$ cat src/rtl/voice_game_pkg.sv
// Shared definitions for the voice-driven sprite motion block.
// Holds the motion FSM state encoding, the analyser pitch codes and the
// default geometry (horizontal extent, jump apex heights, vertical step).
package voice_game_pkg;

    typedef enum logic [1:0] {
        IDLE = 2'd0,
        WALK = 2'd1,
        RISE = 2'd2,
        FALL = 2'd3
    } motion_state_t;

    localparam logic [1:0] PITCH_LOW  = 2'b00;
    localparam logic [1:0] PITCH_MID  = 2'b01;
    localparam logic [1:0] PITCH_HIGH = 2'b11;

    localparam int unsigned X_MAX_DEF     = 319;
    localparam int unsigned JUMP_MID_DEF  = 16;
    localparam int unsigned JUMP_HIGH_DEF = 32;
    localparam int unsigned STEP_Y_DEF    = 2;

endpackage

$ cat src/rtl/volume_debounce.sv
// Volume click filter.
// Keeps a two-frame history of the loud flag and reports a 2-of-3 majority
// over {two previous frames, current frame}, valid only on an accepted tick.
//   clk     : system clock
//   resetn  : asynchronous active-low reset (clears history)
//   tick    : accepted frame tick (one cycle)
//   volumn  : loud flag for the current frame
//   vol_ok  : majority result, qualified by tick
module volume_debounce
    import voice_game_pkg::*;
(
    input  logic clk,
    input  logic resetn,
    input  logic tick,
    input  logic volumn,
    output logic vol_ok
);

    logic [1:0] vh;

    always_ff @(posedge clk or negedge resetn) begin
        if (!resetn) begin
            vh <= '0;
        end else if (tick) begin
            vh <= {vh[0], volumn};
        end
    end

    always_comb begin
        vol_ok = tick & ((vh[1] & vh[0]) | (vh[1] & volumn) | (vh[0] & volumn));
    end

endmodule

$ cat src/rtl/voice_motion_ctrl.sv
// Voice-controlled sprite motion.
// Turns per-frame pitch/volume classes into walking and jumping motion.
// All state advances only on accepted frame ticks.
//   clk        : system clock
//   resetn     : asynchronous active-low reset
//   frame_tick : one-cycle pulse per frame
//   pitch      : 00 low, 01 mid, 11 high, 10 treated as low
//   volumn     : loud flag for the current frame
//   x_pos      : horizontal position, wraps after X_MAX
//   height     : height above ground
//   state      : IDLE/WALK/RISE/FALL
//   landed     : one-cycle pulse after the landing tick
module voice_motion_ctrl
    import voice_game_pkg::*;
#(
    parameter int unsigned X_MAX     = X_MAX_DEF,
    parameter int unsigned JUMP_MID  = JUMP_MID_DEF,
    parameter int unsigned JUMP_HIGH = JUMP_HIGH_DEF,
    parameter int unsigned STEP_Y    = STEP_Y_DEF
) (
    input  logic       clk,
    input  logic       resetn,
    input  logic       frame_tick,
    input  logic [1:0] pitch,
    input  logic       volumn,
    output logic [8:0] x_pos,
    output logic [5:0] height,
    output logic [1:0] state,
    output logic       landed
);

    motion_state_t st;
    logic          armed;
    logic          tick;
    logic          vol_ok;
    logic [5:0]    apex;
    logic          tgt_valid;
    logic [5:0]    tgt;
    logic [8:0]    x_next;
    logic [6:0]    h_up;
    logic [5:0]    h_rise;
    logic [5:0]    h_fall;

    // armed stays low for the first edge after reset release, so a tick
    // landing on that edge is dropped regardless of reset/clock skew.
    always_ff @(posedge clk or negedge resetn) begin
        if (!resetn) begin
            armed <= 1'b0;
        end else begin
            armed <= 1'b1;
        end
    end

    assign tick  = frame_tick & armed;
    assign state = st;

    volume_debounce u_debounce (
        .clk    (clk),
        .resetn (resetn),
        .tick   (tick),
        .volumn (volumn),
        .vol_ok (vol_ok)
    );

    always_comb begin
        tgt_valid = 1'b0;
        tgt       = '0;
        if (pitch == PITCH_HIGH) begin
            tgt_valid = 1'b1;
            tgt       = 6'(JUMP_HIGH);
        end else if (pitch == PITCH_MID) begin
            tgt_valid = 1'b1;
            tgt       = 6'(JUMP_MID);
        end
    end

    // Height math in 7 bits so the step can never wrap before saturation.
    always_comb begin
        x_next = (x_pos == 9'(X_MAX)) ? '0 : x_pos + 9'd1;
        h_up   = {1'b0, height} + 7'(STEP_Y);
        h_rise = (h_up > {1'b0, apex}) ? apex : h_up[5:0];
        h_fall = ({1'b0, height} >= 7'(STEP_Y)) ? 6'(height - 6'(STEP_Y)) : '0;
    end

    always_ff @(posedge clk or negedge resetn) begin
        if (!resetn) begin
            st     <= IDLE;
            x_pos  <= '0;
            height <= '0;
            apex   <= '0;
            landed <= 1'b0;
        end else begin
            landed <= 1'b0;
            if (tick) begin
                case (st)
                    IDLE: begin
                        height <= '0;
                        if (vol_ok && tgt_valid) begin
                            st   <= RISE;
                            apex <= tgt;
                        end else if (vol_ok) begin
                            st <= WALK;
                        end
                    end
                    WALK: begin
                        x_pos <= x_next;
                        if (!vol_ok) begin
                            st <= IDLE;
                        end else if (tgt_valid) begin
                            st   <= RISE;
                            apex <= tgt;
                        end
                    end
                    RISE: begin
                        x_pos  <= x_next;
                        height <= h_rise;
                        if (h_rise == apex) begin
                            st <= FALL;
                        end
                    end
                    FALL: begin
                        x_pos  <= x_next;
                        height <= h_fall;
                        if (h_fall == '0) begin
                            landed <= 1'b1;
                            st     <= vol_ok ? WALK : IDLE;
                        end
                    end
                    default: st <= IDLE;
                endcase
            end
        end
    end

endmodule

$ cat config.mk
export PLATFORM = sky130hd
export DESIGN_NAME = voice_motion_ctrl
export DESIGN_NICKNAME = d
export VERILOG_FILES = /design/src/rtl/voice_game_pkg.sv /design/src/rtl/volume_debounce.sv /design/src/rtl/voice_motion_ctrl.sv
export SDC_FILE = /design/constraint.sdc
export NUM_CORES = 1
export LEC_CHECK = 0
export CAP_MARGIN = 5
export CELL_PAD_IN_SITES_DETAIL_PLACEMENT = 1
export CELL_PAD_IN_SITES_GLOBAL_PLACEMENT = 2
export CORE_MARGIN = 5
export CORE_UTILIZATION = 35
export DETAILED_ROUTE_END_ITERATION = 16
export PLACE_DENSITY = 0.88
export SLEW_MARGIN = 20
export SYNTH_ARGS = -nofsm -noshare
export SYNTH_HDL_FRONTEND = slang
export SYNTH_SLANG_ARGS = --single-unit
$ cat constraint.sdc
create_clock -name clk -period 5.8 [get_ports clk]
set_clock_uncertainty 0.2 [all_clocks]
set_input_delay 0.87 -clock clk [delete_from_list [all_inputs] [get_ports clk]]
set_output_delay 0.87 -clock clk [all_outputs]
set_load 0.02 [all_outputs]
==> results.md, run 1 <==
* Initial antenna violation count at 0
* Total GRT Usage at between 10 and 15%
* CP Launch Type: flop
* Root Buffer: clkbuf_8
* Synthesized area at ~1500 µm²
* Final Cycle Share at between 40% and 50%
* Pwr Density at between 500 and 600 nW/µm²
* I/O pins at 24
* Finished Cell Area at between 1500 and 2000 µm²
* Critical path peak fanout at 12
* Layout cells sized above 1 at roughly 11%
* Detailed-route via count at between 1000 and 1500
* Gr ovfl total at 0
* Setup bufs post-CTS at 0
* Synth top area share at 38.9%
* Setup TNS at 0 ns
* Post_cts resized at 0
* Most used cell, CP: ha_1
* Synth unique cells at 50
* Fin worst setup slack at 2.98 ns
* H-tree Lvls at 1
* Worst Path Required at around 5.8 ns
* Area contributors post-synth: dfrtp_1 39%, ha_1 5.1%, nand2_1 3.6%
* DR pass1 iterations at 2
* Hold buffers post-CTS at 0
* Fmax at about 350 MHz
* M1 GR Usage at 19.9%
* Die ar. at 5630 µm²
* CTS tree: done
* DRT antenna net count at 0
* Worst-margin pin slew at about 0.53 ns
* Syn Inst Count at between 150 and 200
* # setup viols final at 0
* Status: finished clean
* Seq/Total Area, Yosys at about 39%
* First-pass GRT wire length at between 6 and 7 mm
* GR peak layer: met2
* Crit path cell chain: ha_1 -> nand3_1 -> xnor2_1 -> ha_1 -> and2_0 -> and4_4 -> o211ai_4 -> o221ai_1 -> o21a_1
* Drt drc at 0
* Die X at 75.0 µm
* Die Ht at between 70 and 80 µm
* Fin crit period at between 2 and 3 ns
* Number of flops mapped to enable cells by yosys at 0
* GR Layer Usage met2 at roughly a quarter
* Number of global-route vias before repair at roughly 1300
* Placed cell area at around 1700 µm²
* Syn_nets at approximately 170
* # nets final at 193
* Yosys Warn Count at 0
* RSZ-0062 raised after global routing: false
* Worst path max stage delay at 0.56 ns
* WS Path Type: reg -> reg
* Area leader, netlist: dfrtp_1
* WL/cell at about 16 µm
* CTS Buf Count at 3
* CTS sink count at 23
* Clock transition at path regs at roughly 0.080 ns
* Worst EP arrival at 2.77 ns
* Core region area at 4060 µm²
* Initial DRC Count at a little under 60
* Starting density of the core at 36.5%
* Syn Area/Cell at 9.43 µm²
* Crit-path slowest cell: dfrtp_1
* Kind of end point of the critical path: flop
* FP Rows at 23
* PortBufs at 23
* Worst hold path type: reg -> reg
* Clk Latency, worst-skew pair at 0.26 ns
* Antenna cells at 0
* Grt met3 use at under 10%
* Final hold violation count at 0
* DP Wirelength at ~2.9 mm
* Leak at between 0.7 and 0.8 nW
* Max-Cap Viols at 0
* Final wirelength at approximately 3.7 mm
* Pre-CTS setup slack at between 2 and 3 ns
* Worst VDD drop at between 0.15 and 0.2 mV
* Worst slew margin at between 60% and 70%
* Final Util at between 40% and 50%
* Largest net degree at the start of global routing at 24
* Synth Register Bits at 23
* Vias per cell at ~5.4
* Placer Congestion at approximately 0.85
* Top FF cell, synth: dfrtp_1
* CTS max path bufs at 2
* Area Growth Syn to Fin at 20.7%
* Worst hold slack at between 0.2 and 0.3 ns
* Max Slew Vio Count at 0
* Asr flop ratio synth at 100%
-- area by class of cell --
class                      count  area [µm²]
clock buffer                   4        45.0
fill                         470        2270
sequential                    23         576
multi-input combinational    121         845
tap                           50        62.6
inverter                       9        33.8
timing repair buffer          23         225
-- per-stage QoR --
| stage | instances | total power, W |
|---|---|---|
| finish | 230 | 0.000914 |
| global route | 230 | 0.000986 |
| CTS | 230 | 0.000926 |
| detailed placement | 226 | 0.000823 |
| global placement | 226 | 0.000808 |
| floorplan | 157 | 0.000655 |
-- per-layer routing --
layer  share of wire, %  wire length, µm
met1                 48             1760
met2                 49             1800
met3                2.9              108
met4               0.86               32
met5                  0                0
-- critical path, delay by kind of cell, from the launching register on --
family          cells  cell delay (ns)
fa+ha+maj           2             0.60
compound gates      3             0.58
flops               1             0.56
simple gates        3             0.52
xor+xnor            1             0.25
-- flip-flops by register name, summed over array words and instances, names as in the netlist --
signal / flops
x_pos: 9
height: 6
apex: 2
state: 2
u_debounce.vh: 2
armed: 1
landed: 1
-- power by group --
part | leakage [nW] | switching [W] | internal (W)
logic | 0.403 | 0.000280 | 0.000234
registers | 0.295 | 0.0000939 | 0.000209
clock network | 0.0228 | 0.0000485 | 0.0000489
-- final timing paths --
kind | start | end | slack [ns] | cells after the start
worst min-delay path | x_pos[4] | x_pos[4] | 0.30 | 1
worst max register to register | height[1] | height[3] | 2.98 | 9
worst max-delay path | height[1] | height[3] | 2.98 | 9
min in group asynchronous | resetn | x_pos[2] | 0.38 | 1
worst min register to register | x_pos[4] | x_pos[4] | 0.30 | 1
max in group asynchronous | resetn | height[0] | 4.66 | 1
-- kinds of logic (layout without fill, tap and decap cells) --
logic type	count (synthesis)	after routing	synth area share, %
flip-flops	23	23	38.9
AO/OA/AOI/OAI	45	45	22.0
other	1	1	0.253
AND/OR/NAND/NOR	55	55	19.9
XOR/XNOR	8	8	5.24
multiplexers	5	5	3.97
buffers and inverters	13	36	4.06
adder cells (fa/ha/maj)	7	7	5.75
-- cell usage in the layout (no fill, tap or decap), types with 2 or more instances in the layout --
master / instances
dfrtp_1: 23
nand3_1: 9
a31oi_1: 3
nor2_1: 10
ha_1: 6
inv_1: 9
xnor2_1: 5
a21o_1: 2
o31ai_1: 3
o21ai_1: 3
o21ai_0: 10
and3_1: 3
o21ai_2: 2
nor3_1: 3
a21oi_1: 4
xor2_1: 2
nor3b_1: 3
a21oi_2: 3
clkbuf_8: 3
mux2_2: 3
o221ai_1: 3
nand2_1: 14
clkdlybuf4s50_1: 22
nand4_1: 2
nand2b_1: 4
-- synth_stat cells (2+ instances only) --
cell type and instances:
xor2_1 2, nand3_1 9, buf_2 2, o21ai_1 3
and3_1 3, a21oi_2 3, xnor2_1 5, nor2_1 10
ha_1 6, nor3b_1 3, a21o_1 2, nand4_1 2
dfrtp_1 23, o21ai_0 10, nand2_1 14, nand2b_1 4
inv_1 9, o21ai_2 2, nor3_1 3, a21oi_1 4
a31oi_1 3, o221ai_1 3, mux2_2 3, o31ai_1 3
No activity file was read; power rests on OpenSTA's default activity.
==> run 2, diff against run 1 <==
Settings changed: CORE_UTILIZATION 35 to 33, PLACE_DENSITY 0.88 to 0.83.
Clock period 5.8 ns to 2.8 ns, I/O delays scaled along.
==> run 2 against run 1 <==
Against the previous run:
- global-route usage is 0.33 points lower
- register-to-register slack got worse by 2.8 ns
- via count rose by 5.0%
- final area increased by 2.2%
- combinational power rose by 120%
- largest cell class unchanged
==> results.md, run 2 (synthesized netlist as in run 1, its figures left out) <==
* Status: finished clean
* Die ar. at around 6000 µm²
* R2R Setup Slk at 0.18 ns
* Kind of end point of the critical path: flop
* Layout cells sized above 1 at a little over an eighth
* Die Ht at just under 80 µm
* RR Startpoint: height[2]
* WS Path Type: reg -> reg
* Total GRT Usage at between 10 and 15%
* Setup TNS at 0 ns
* Vias per cell at ~5.6
* Setup bufs post-CTS at 0
* Most used cell, CP: ha_1
* # nets final at slightly below 200
* Final Cycle Share at between 90 and 100%
* PortBufs at 23
* Crit path cell chain: ha_1 -> nand3_1 -> xnor2_1 -> ha_1 -> and2_0 -> and4_4 -> o211ai_4 -> o221ai_1 -> o21a_1
* DR pass1 iterations at 4
* Clk Latency, worst-skew pair at 0.27 ns
* WP buf/inv at 0
* Final hold violation count at 0
* I/O pins at 24
* Critical path peak fanout at 8
* CP delay by family, top: compound AO/OA/AOI/OAI gates
* Worst hold slack at just over 0.3 ns
* Worst path max stage delay at ~0.44 ns
* Clock transition at path regs at roughly 0.09 ns
* Number of global-route vias before repair at approximately 1400
* WL/cell at 16.9 µm
* Critical path origin: height[2]
* # setup viols final at 0
* CTS tree: done
* Fin crit period at roughly 2.6 ns
* Root Buffer: clkbuf_8
* Worst VDD drop at 0.385 mV
* Biggest regs: x_pos (9), height (6)
* Final wirelength at 3.98 mm
* Antenna cells at 0
* Pwr Density at approximately 1100 nW/µm²
* Worst hold path type: in -> async
* Area Growth Syn to Fin at 23.4%
* Initial antenna violation count at 0
* CTS Buf Count at 3
* Max Slew Vio Count at 0
* Crit-path slowest cell: dfrtp_2
* First-pass GRT wire length at slightly below 7 mm
* Core region area at ~4400 µm²
* Worst EP arrival at 2.58 ns
* Worst Path Required at 2.76 ns
* Starting density of the core at about a third
* Initial DRC Count at 56
* Hold buffers post-CTS at 0
* CTS max path bufs at 2
* DRT antenna net count at 0
* Detailed-route via count at 1316
* Placer Congestion at roughly 0.83
* Reg2reg path depth at 9
* Largest net degree at the start of global routing at 24
* Die X at 77.0 µm
* Max-Cap Viols at 0
* Leak at between 0.7 and 0.8 nW
* DP Wirelength at between 3 and 4 mm
* H-tree Lvls at 1
* FP Rows at 24
* Fmax at approximately 380 MHz
* CP Launch Type: flop
* Drt drc at 0
* Top reg by flops: x_pos
* CTS sink count at 23
* Commonest non-fill, non-tap cell in the layout: clkdlybuf4s50_1
* Reg-to-Reg End: height[3]
* Largest register FFs at 9
* Gr ovfl total at 0
* Most frequent cells in the layout: 23 x clkdlybuf4s50_1, 22 x dfrtp_1, 14 x nand2_1, 10 x nor2_1, 10 x o21ai_0
* RSZ-0062 raised after global routing: false
[run 2: cell count changes in the layout (fill, tap and decap cells not counted), sizes merged]
cell,change
buf,+3
clkbuf,-1
clkdlybuf4s50,+1
clkinv,+1
[run 2: report_power, final]
part	internal, W	leakage [nW]	switching, W
logic	0.000510	0.423	0.000613
clock network	0.0000995	0.0255	0.000115
registers	0.000434	0.294	0.000183
total	0.00104	0.743	0.000910
[run 2: layout make-up]
type | instances | area [µm²]
fill | 499 | 2530
multi-input combinational | 121 | 845
sequential | 23 | 577
timing repair buffer | 27 | 260
tap | 52 | 65.1
clock buffer | 3 | 41.3
inverter | 9 | 33.8
clock inverter | 1 | 5.00
[run 2: worst max-delay path by stage]
stage,end,slack [ns],depth (start not counted)
2_1_floorplan,height[3],0.22,9
3_3_place_gp,height[3],0.31,9
3_5_place_dp,height[3],0.14,9
4_1_cts,height[3],0.10,9
5_1_grt,height[3],0.06,9
6_report,height[3],0.18,9
[run 2: routing by layer]
layer	up-vias	track usage (%)	share of wire, %
met5	-	0	0
li1	625	-	-
met1	665	17.2	43
met4	0	3.44	0.50
met2	24	25.9	53
met3	2	2.46	3.1
[run 2: repair_timing]
item                                    in CTS  in global routing
resized for setup                            0                  1
endpoints found under the setup margin       0                  1
hold endpoints to repair                     0                  0
[run 2: through the flow]
stage	total power (W)	utilization (%)	cells	cell area, µm²	worst slack [ns]
global route	0.00212	42.0	236	1830	0.0585
finish	0.00195	42.0	236	1830	0.183
detailed placement	0.00175	40.9	232	1780	0.139
global placement	0.00170	40.9	232	1780	0.309
CTS	0.00198	41.9	236	1830	0.103
floorplan	0.00136	-	157	1480	0.224
==> run 3, diff against run 2 <==
Settings changed: CTS_BUF_LIST from default to sky130_fd_sc_hd__clkbuf_16, SKIP_LAST_GASP from default to 1.
==> run 3 against run 2 <==
Against the previous run:
- utilization grew 0.78 points
- via count shrank 0.30%
- first-iteration DRC count down 1.8%
- critical path depth unchanged
- register-to-register slack is essentially flat
- critical path type unchanged
==> results.md, run 3 (synthesized netlist as in run 1, its figures left out) <==
* Status: finished clean
* Initial antenna violation count at 0
* Inst Count DP at about 230
* CP Launch Type: flop
* Core region area at 4350 µm²
* Post_cts resized at 0
* Placer Congestion at 0.829
* Setup TNS at 0 ns
* CTS sink count at 23
* Worst hold path type: in -> async
* Reg2reg path depth at 9
* Most frequent cells in the layout: 23 x clkdlybuf4s50_1, 22 x dfrtp_1, 14 x nand2_1, 10 x nor2_1, 10 x o21ai_0
* Final Cycle Share at between 90% and 100%
* Top reg by flops: x_pos
* Layout cells sized above 1 at a little over an eighth
* Largest net degree at the start of global routing at 24
* Commonest non-fill, non-tap cell in the layout: clkdlybuf4s50_1
* # setup viols final at 0
* Fin crit period at about 2.6 ns
* Setup bufs post-CTS at 0
* H-tree Lvls at 1
* PortBufs at 23
* Drt drc at 0
* CTS tree: done
* Clk Latency, worst-skew pair at about 0.26 ns
* Final Instance Count excl. Fillers at approximately 240
* CTS max path bufs at 2
* Crit path to: height[3]
* Worst VDD drop at 0.398 mV
* Die ar. at slightly below 6000 µm²
* Initial DRC Count at 55
* Max-Cap Viols at 0
* Pwr Density at 1110 nW/µm²
* # nets final at about 200
* CTS Buf Count at 3
* DR pass1 iterations at 4
* FP Rows at 24
* Worst EP arrival at 2.57 ns
* DP Wirelength at between 3 and 4 mm
* Starting density of the core at between 30 and 40%
* R2R Setup Slk at around 0.19 ns
* Worst Path Required at roughly 2.8 ns
* Vias per cell at between 5 and 6
* I/O pins at 24
* Area Growth Syn to Fin at 25.7%
* Reg-to-Reg End: height[3]
* Final hold violation count at 0
* Max Slew Vio Count at 0
* DRT antenna net count at 0
* RR Startpoint: height[2]
* Die X at approximately 77 µm
* Die Ht at roughly 77 µm
* RSZ-0062 raised after global routing: false
* Leak at 0.758 nW
* Number of global-route vias before repair at between 1000 and 1500
* Gr ovfl total at 0
* Final wirelength at 4.02 mm
* Filler cell count at 498
* Critical path origin: height[2]
* Hold buffers post-CTS at 0
* Detailed-route via count at 1312
* Biggest regs: x_pos (9), height (6)
* Clock transition at path regs at ~0.060 ns
* Root Buffer: clkbuf_16
* Critical path peak fanout at 8
* Antenna cells at 0
* WS Path Type: reg -> reg
* WL/cell at roughly 17 µm
* Kind of end point of the critical path: flop
* Largest register FFs at 9
* Fmax at ~380 MHz
* First-pass GRT wire length at approximately 7 mm
* Total GRT Usage at between 10 and 15%
[run 3: changes by cell type in the layout (fill, tap and decap cells not counted)]
cell       before  now
clkbuf_16       0    3
clkbuf_8        3    0
[run 3: worst max-delay path: stages, from the launching register on]
cell and delay (ns):
dfrtp_2 0.43, ha_1 0.20, nand3_1 0.15, xnor2_1 0.27, ha_1 0.30, and2_0 0.16
and4_4 0.22, o211ai_4 0.22, o221ai_1 0.16, o21a_1 0.19
[run 3: how the worst min path moves through the flow]
stage	endpoint	cells after the start	from
6_report	x_pos[2]	2	resetn
5_1_grt	u_debounce.vh[1]	1	u_debounce.vh[1]
4_1_cts	u_debounce.vh[1]	1	u_debounce.vh[1]
3_5_place_dp	u_debounce.vh[1]	1	u_debounce.vh[1]
3_3_place_gp	u_debounce.vh[1]	1	u_debounce.vh[1]
2_1_floorplan	apex[4]	0	resetn
[run 3: per-layer routing]
| metal | vias to the layer above | share of wire, % | track usage, % |
|---|---|---|---|
| met5 | - | 0 | 0 |
| met4 | 0 | 1.3 | 4.47 |
| met3 | 5 | 3.0 | 3.16 |
| met2 | 20 | 52 | 26.2 |
| met1 | 659 | 43 | 16.8 |
| li1 | 628 | - | - |
[run 3: area by class of cell]
class / count / area, µm² / area share (%)
Clock buffer: 3 / 75.1 / 4.03
Clock inverter: 1 / 5.00 / 0.269
Timing Repair Buffer: 27 / 260 / 14.0
Inverter: 9 / 33.8 / 1.82
Multi-Input combinational cell: 121 / 845 / 45.4
Tap cell: 52 / 65.1 / 3.50
Sequential cell: 23 / 577 / 31.0
[run 3: metrics by stage]
step,hold WS [ns],instance area [µm²],utilization [%],power [W],worst slack (ns)
finish,0.316,1860,42.7,0.00206,0.187
global route,0.334,1860,42.7,0.00222,0.0622
CTS,0.314,1860,42.7,0.00209,0.106
detailed placement,0.300,1780,40.9,0.00175,0.139
global placement,0.289,1780,40.9,0.00170,0.309
floorplan,-0.0756,1480,-,0.00136,0.224
[run 3: where the power goes]
group / total, W / internal, W / switching, W
Sequential: 0.000617 / 0.000435 / 0.000182
Combinational: 0.00112 / 0.000511 / 0.000614
Clock: 0.000322 / 0.000193 / 0.000129
Total: 0.00206 / 0.00114 / 0.000925
